==> src/rtl/vector_loader.sv <==
// vector_loader: UART-fed loader for NVEC byte vectors of NBytes each.
// A byte below NVEC selects a vector and starts a load of NBytes data bytes into that
// vector's BRAM write port; any other byte is reported as a processor command and the
// block waits for `done`. A receive timeout aborts a stalled load with an error pulse.
//
// Ports:
//   clk          - clock
//   reset        - synchronous active-high reset (also resets the serial receiver)
//   uart_rx      - serial receive line (8N1, idle high)
//   done         - processor finished the current command
//   bram_we      - one-hot single-cycle write strobe, one bit per vector BRAM
//   bram_byte    - write data (holds when no strobe)
//   bram_addr    - write address (holds when no strobe)
//   result       - command code, valid with result_valid
//   result_valid - one-cycle command strobe
//   vec_ready    - vector k fully loaded
//   busy         - FSM not idle
//   error        - one-cycle pulse on load timeout
module vector_loader #(
    parameter int unsigned NBytes       = 1024,
    parameter int unsigned NVEC         = 2,
    parameter int unsigned CLKS_PER_BIT = 100,
    parameter int unsigned TIMEOUT      = 1_000_000,
    parameter int unsigned AW           = (NBytes > 1) ? $clog2(NBytes) : 1
) (
    input  logic            clk,
    input  logic            reset,
    input  logic            uart_rx,
    input  logic            done,
    output logic [NVEC-1:0] bram_we,
    output logic [7:0]      bram_byte,
    output logic [AW-1:0]   bram_addr,
    output logic [3:0]      result,
    output logic            result_valid,
    output logic [NVEC-1:0] vec_ready,
    output logic            busy,
    output logic            error
);

    localparam int unsigned KW    = (NVEC > 1) ? $clog2(NVEC) : 1;
    localparam int unsigned TW    = (TIMEOUT > 0) ? $clog2(TIMEOUT + 1) : 1;
    localparam int unsigned CW    = $clog2(CLKS_PER_BIT + 1);
    localparam int unsigned RxMid = (CLKS_PER_BIT - 1) / 2;

    // ------------------------------------------------------------------
    // Serial receiver: two-flop synchroniser, mid-bit sampling, 8N1.
    // ------------------------------------------------------------------
    localparam logic [1:0] RxIdle  = 2'd0;
    localparam logic [1:0] RxStart = 2'd1;
    localparam logic [1:0] RxData  = 2'd2;
    localparam logic [1:0] RxStop  = 2'd3;

    logic          rx_meta_q, rx_sync_q;
    logic [1:0]    rx_st_q, rx_st_d;
    logic [CW-1:0] rx_cnt_q, rx_cnt_d;
    logic [2:0]    rx_bit_q, rx_bit_d;
    logic [7:0]    rx_shift_q, rx_shift_d;
    logic          rx_dv_q, rx_dv_d;
    logic [7:0]    rx_byte_q, rx_byte_d;

    always_comb begin
        rx_st_d    = rx_st_q;
        rx_cnt_d   = rx_cnt_q;
        rx_bit_d   = rx_bit_q;
        rx_shift_d = rx_shift_q;
        rx_dv_d    = 1'b0;
        rx_byte_d  = rx_byte_q;
        case (rx_st_q)
            RxIdle: begin
                rx_cnt_d = '0;
                rx_bit_d = '0;
                if (!rx_sync_q) rx_st_d = RxStart;
            end
            RxStart: begin
                if (rx_cnt_q == CW'(RxMid)) begin
                    rx_cnt_d = '0;
                    // A start bit that is gone by mid-bit was a glitch.
                    rx_st_d  = rx_sync_q ? RxIdle : RxData;
                end else begin
                    rx_cnt_d = rx_cnt_q + 1'b1;
                end
            end
            RxData: begin
                if (rx_cnt_q == CW'(CLKS_PER_BIT - 1)) begin
                    rx_cnt_d   = '0;
                    rx_shift_d = {rx_sync_q, rx_shift_q[7:1]};
                    if (rx_bit_q == 3'd7) rx_st_d = RxStop;
                    else                  rx_bit_d = rx_bit_q + 1'b1;
                end else begin
                    rx_cnt_d = rx_cnt_q + 1'b1;
                end
            end
            default: begin
                if (rx_cnt_q == CW'(CLKS_PER_BIT - 1)) begin
                    rx_cnt_d = '0;
                    rx_st_d  = RxIdle;
                    // Frames with a bad stop bit are dropped.
                    if (rx_sync_q) begin
                        rx_dv_d   = 1'b1;
                        rx_byte_d = rx_shift_q;
                    end
                end else begin
                    rx_cnt_d = rx_cnt_q + 1'b1;
                end
            end
        endcase
    end

    always_ff @(posedge clk) begin
        if (reset) begin
            rx_meta_q  <= 1'b1;
            rx_sync_q  <= 1'b1;
            rx_st_q    <= RxIdle;
            rx_cnt_q   <= '0;
            rx_bit_q   <= '0;
            rx_shift_q <= '0;
            rx_dv_q    <= 1'b0;
            rx_byte_q  <= '0;
        end else begin
            rx_meta_q  <= uart_rx;
            rx_sync_q  <= rx_meta_q;
            rx_st_q    <= rx_st_d;
            rx_cnt_q   <= rx_cnt_d;
            rx_bit_q   <= rx_bit_d;
            rx_shift_q <= rx_shift_d;
            rx_dv_q    <= rx_dv_d;
            rx_byte_q  <= rx_byte_d;
        end
    end

    // ------------------------------------------------------------------
    // Loader / command FSM
    // ------------------------------------------------------------------
    localparam logic [1:0] StIdle = 2'd0;
    localparam logic [1:0] StLoad = 2'd1;
    localparam logic [1:0] StComm = 2'd2;

    logic [1:0]      state_q, state_d;
    logic [KW-1:0]   k_q, k_d;
    logic [AW-1:0]   addr_q, addr_d;
    logic [TW-1:0]   tcnt_q, tcnt_d;
    logic [NVEC-1:0] we_q, we_d;
    logic [7:0]      byte_q, byte_d;
    logic [AW-1:0]   baddr_q, baddr_d;
    logic [3:0]      result_q, result_d;
    logic            rv_q, rv_d;
    logic [NVEC-1:0] ready_q, ready_d;
    logic            busy_q;
    logic            err_q, err_d;

    always_comb begin
        state_d  = state_q;
        k_d      = k_q;
        addr_d   = addr_q;
        tcnt_d   = tcnt_q;
        we_d     = '0;
        byte_d   = byte_q;
        baddr_d  = baddr_q;
        result_d = result_q;
        rv_d     = 1'b0;
        ready_d  = ready_q;
        err_d    = 1'b0;
        case (state_q)
            StIdle: begin
                if (rx_dv_q) begin
                    if (32'(rx_byte_q) < NVEC) begin
                        k_d     = rx_byte_q[KW-1:0];
                        addr_d  = '0;
                        tcnt_d  = '0;
                        state_d = StLoad;
                        for (int i = 0; i < int'(NVEC); i++) begin
                            if (rx_byte_q == 8'(i)) ready_d[i] = 1'b0;
                        end
                    end else begin
                        result_d = rx_byte_q[3:0];
                        rv_d     = 1'b1;
                        state_d  = StComm;
                    end
                end
            end
            StLoad: begin
                // A byte arriving on the cycle the counter hits TIMEOUT wins.
                if (rx_dv_q) begin
                    for (int i = 0; i < int'(NVEC); i++) begin
                        if (k_q == KW'(i)) we_d[i] = 1'b1;
                    end
                    byte_d  = rx_byte_q;
                    baddr_d = addr_q;
                    if (addr_q == AW'(NBytes - 1)) begin
                        for (int i = 0; i < int'(NVEC); i++) begin
                            if (k_q == KW'(i)) ready_d[i] = 1'b1;
                        end
                        state_d = StIdle;
                    end else begin
                        addr_d = addr_q + 1'b1;
                        tcnt_d = '0;
                    end
                end else if (TIMEOUT != 0) begin
                    if (tcnt_q == TW'(TIMEOUT)) begin
                        err_d   = 1'b1;
                        state_d = StIdle;
                    end else begin
                        tcnt_d = tcnt_q + 1'b1;
                    end
                end
            end
            StComm: begin
                if (done) state_d = StIdle;
            end
            default: state_d = StIdle;
        endcase
    end

    always_ff @(posedge clk) begin
        if (reset) begin
            state_q  <= StIdle;
            k_q      <= '0;
            addr_q   <= '0;
            tcnt_q   <= '0;
            we_q     <= '0;
            byte_q   <= '0;
            baddr_q  <= '0;
            result_q <= '0;
            rv_q     <= 1'b0;
            ready_q  <= '0;
            busy_q   <= 1'b0;
            err_q    <= 1'b0;
        end else begin
            state_q  <= state_d;
            k_q      <= k_d;
            addr_q   <= addr_d;
            tcnt_q   <= tcnt_d;
            we_q     <= we_d;
            byte_q   <= byte_d;
            baddr_q  <= baddr_d;
            result_q <= result_d;
            rv_q     <= rv_d;
            ready_q  <= ready_d;
            busy_q   <= (state_d != StIdle);
            err_q    <= err_d;
        end
    end

    assign bram_we      = we_q;
    assign bram_byte    = byte_q;
    assign bram_addr    = baddr_q;
    assign result       = result_q;
    assign result_valid = rv_q;
    assign vec_ready    = ready_q;
    assign busy         = busy_q;
    assign error        = err_q;

endmodule

==> config.mk <==
export PLATFORM = sky130hd
export DESIGN_NAME = vector_loader
export DESIGN_NICKNAME = d
export VERILOG_FILES = /design/src/rtl/vector_loader.sv
export SDC_FILE = /design/constraint.sdc
export NUM_CORES = 1
export LEC_CHECK = 0
export CAP_MARGIN = 20
export CORE_AREA = 2 2 93 95
export CTS_CLUSTER_DIAMETER = 30
export DETAILED_ROUTE_END_ITERATION = 16
export DIE_AREA = 0 0 95 97
export DONT_BUFFER_PORTS = 1
export PLACE_DENSITY = 0.63
export REMOVE_ABC_BUFFERS = 1
export SYNTH_ARGS = -nofsm -noshare
export SYNTH_HDL_FRONTEND = slang
export SYNTH_SLANG_ARGS = --single-unit
==> constraint.sdc <==
create_clock -name clk -period 2.2 [get_ports clk]
set_input_delay 0.44 -clock clk [delete_from_list [all_inputs] [get_ports clk]]
set_output_delay 0.44 -clock clk [all_outputs]
set_load 0.01 [all_outputs]
==> results.md <==
* Worst VDD drop at 0.486 mV
* Via/cell ratio at 5.51
* DR WL/cell at 14.0 µm
* Clk_lat worst skew at 0.37 ns
* DRC at 0
* Ratio of final minimum period to clock period at 91.4%
* Clk root buf: clkbuf_8
* Final worst hold slack at 0.126 ns
* WP data arrival at 2.28 ns
* Final Worst Setup Slack at 0.189 ns
* Congestion Overflow GR at 0
* Area Overhead vs Synth at 10.6%
* Detail Placement HPWL at 5680 µm
* Worst hold path class: in2reg
* Clock sink count at 93
* Min Tclk post-route at 2.01 ns
* Synth top area share at 46.6%
* Share of cells above drive strength 1 at 11.2%
* GR Util All Layers at 18.8%
* Die area at 0.00922 mm²
* Post-Synth Simple-Gate Area at 23.9%
* I/O Buffers at 0
* Number of synthesized register bits at 93
* Switching Power at 0.632 mW
* CTS tree: built
* Critical path peak fanout at 12
* Worst Path Required at 2.47 ns
* Top-count cell post-synth: dfxtp_1
* Synth top area cells: dfxtp_1, nand2_1, nor2_1, a21oi_1, mux2i_1
* Bufs on Longest Clock Path at 2
* Clock Skew at 0.00987 ns
* RR Endpoint: tcnt_q[10]
* Seq/Total Area, Yosys at 46.6%
* Seq pwr share at 58.9%
* Die Y-Extent at 97 µm
* Mux cell area share after synthesis at 4.51%
* Num CTS Buffers at 9
* Synth Area in Compound Gates at 16.0%
* Antenna-violating nets left at 0
* Worst slack, placed at 0.0729 ns
* Post-Synthesis Cell Area at 0.00400 mm²
* Cell Rows at 33
* GPL Wtd Cong at 0.852
* Post-synthesis xor/xnor area fraction at 3.07%
* Starting DRC count in detailed routing at 130
* Internal power at 2.23 mW
* Leak at 1.52 nW
* Adder-Cell Fraction of Synth Area at 2.19%
* First-pass GRT wire length at 13,900 µm
* Multi-input gate area at 0.00201 mm²
* Max-slew violations at 0
* Largest family of logic cells by synthesized area: simple AND/OR/NAND/NOR gates
* Detailed Route WL at 8250 µm
* Post-synth top flop: dfxtp_1
* PwrDens at 648 mW/mm²
* TritonRoute pass-1 iters at 4
* Area of the core at 0.00813 mm²
* Util after Layout at 54.4%
* Final Setup Violations at 0
* Final hold violation count at 0
* CP endpoint kind: register
* Hold Startpoint: reset
* Hold Path Depth at 1
* Status: complete, no violations
* Crit path launch type: register
* IO Pins at 33
* H-tree depth at 3
* Synth cell count leaders: dfxtp_1, nand2_1, nor2_1, a21oi_1, clkbuf_1
* DR vias at 3,252
* Vias in the first global route at 3,029
* Post-synthesis average cell area at 8.47 µm²
* Setup TNS Final at 0 ns
* Number of flops mapped to enable cells by yosys at 0
* Switching share of power at 22.1%
* Yosys Warn Count at 0
* Layout fillers at 761
* Maxcap violations at 0
* Least-Margin Pin Slew at 0.416 ns
* Largest net degree at the start of global routing at 68
* Post-synthesis cell count at 472
* Initial antenna violation count at 1
* Peak Freq at 497 MHz
* Die width at 95 µm
* RSZ-0062 raised after global routing: no
* Setup CP Type: reg2reg
* Max_slew headroom at 71.5%
* Clock Power Share at 40.4%
* Fin nets at 490
* Hold endpoint: result[2]
* Reg2Reg Setup Slack at 0.19 ns
* Async set-reset flop share out of synthesis at 0%
* Combinational share of power at 0.7%
* Yosys top cell by area: dfxtp_1
* R2R depth at 6
* Worst r2r src: addr_q[0]
* Clock transition at path regs at 0.09 ns
* Initial Util at 49.1%
* Synth unique cells at 53
* Sequential cell area at 0.00186 mm²
-- flip-flops by register name (all words and copies together), names as in the netlist --
register / cells
addr_q: 10
bram_addr: 10
bram_byte: 8
bram_we: 2
busy: 1
error: 1
k_q: 1
result: 4
result_valid: 1
rx_bit_q: 3
rx_byte_q: 8
rx_cnt_q: 7
rx_dv_q: 1
rx_meta_q: 1
rx_shift_q: 8
rx_st_q: 2
rx_sync_q: 1
state_q: 2
tcnt_q: 20
vec_ready: 2
-- worst max-delay path, cell delays in order (launching register included) --
cell and delay (ns):
dfxtp_1 0.40, ha_2 0.24, nand3_1 0.13, or4_4 0.44
o21a_2 0.16, a21o_4 0.27, a221oi_1 0.27
-- power groups by stage --
stage / logic (mW) / registers (mW) / clock network [mW]
final: 0.0206 / 1.69 / 1.16
after global placement: 0.0194 / 1.73 / 0
after detailed placement: 0.0198 / 1.73 / 0
after CTS: 0.0198 / 1.69 / 1.20
after global routing: 0.0229 / 1.69 / 1.27
after floorplan: 0.0137 / 1.73 / 0
-- stage by stage --
| stage | instance area [µm²] | total power [mW] | std cells |
|---|---|---|---|
| after floorplan | 3890 | 1.74 | 446 |
| after global placement | 4180 | 1.75 | 572 |
| after detailed placement | 4180 | 1.75 | 572 |
| after CTS | 4390 | 2.91 | 588 |
| after global routing | 4420 | 2.98 | 590 |
| final | 4420 | 2.87 | 590 |
-- cells by family after synthesis --
group           after synthesis
fa+ha+maj                     7
simple gates                204
mux                          18
xor+xnor                     14
compound gates               99
buf+inv                      37
flops                        93
-- placed cells by master (no fill, tap or decap), types with 3 or more instances in the layout --
| cell type | instances |
|---|---|
| a211oi_1 | 4 |
| a21oi_1 | 40 |
| a221oi_2 | 3 |
| a31oi_1 | 12 |
| a41oi_1 | 4 |
| and3_1 | 3 |
| buf_4 | 22 |
| clkbuf_8 | 9 |
| dfxtp_1 | 92 |
| ha_1 | 6 |
| inv_1 | 11 |
| mux2i_1 | 18 |
| nand2_1 | 68 |
| nand2b_1 | 6 |
| nand3_1 | 18 |
| nand4_1 | 6 |
| nor2_1 | 61 |
| nor3_1 | 13 |
| nor4_1 | 5 |
| o211ai_1 | 4 |
| o21a_1 | 3 |
| o21ai_0 | 8 |
| or2_2 | 3 |
| or3_1 | 5 |
| xnor2_1 | 12 |
-- timing repair --
action	in CTS	in global routing
setup endpoints to repair	0	13
setup buffers	0	1
gates resized for setup	0	7
hold buffers	0	0
endpoints found under the hold margin	0	0
-- metal layers --
metal  wire length [µm]  share of wire (%)  global-route usage, %
met3                374                4.5                   6.00
met5                  0                  0                      0
met1               3950                 48                   23.9
met2               3830                 46                   30.1
met4                101                1.2                   6.02
-- final cells by class --
class | instances | share of cell area (%)
multi-input combinational | 342 | 45.6
tap | 105 | 2.97
antenna | 1 | 0.0566
sequential | 93 | 42.1
inverter | 11 | 0.934
timing repair buffer | 22 | 3.74
clock buffer | 9 | 2.80
clock inverter | 7 | 1.81
-- worst max-delay path by stage --
stage / from / endpoint / slack [ns] / cells past startpoint
6_report: addr_q[0] / tcnt_q[10] / 0.19 / 6
3_3_place_gp: addr_q[0] / tcnt_q[10] / 0.15 / 6
3_5_place_dp: addr_q[0] / tcnt_q[16] / 0.07 / 6
5_1_grt: tcnt_q[0] / tcnt_q[3] / 0.005 / 8
4_1_cts: tcnt_q[0] / tcnt_q[16] / 0.03 / 7
2_1_floorplan: rx_cnt_q[0] / rx_bit_q[0] / -0.22 / 6
No activity file was read; power rests on OpenSTA's default activity.
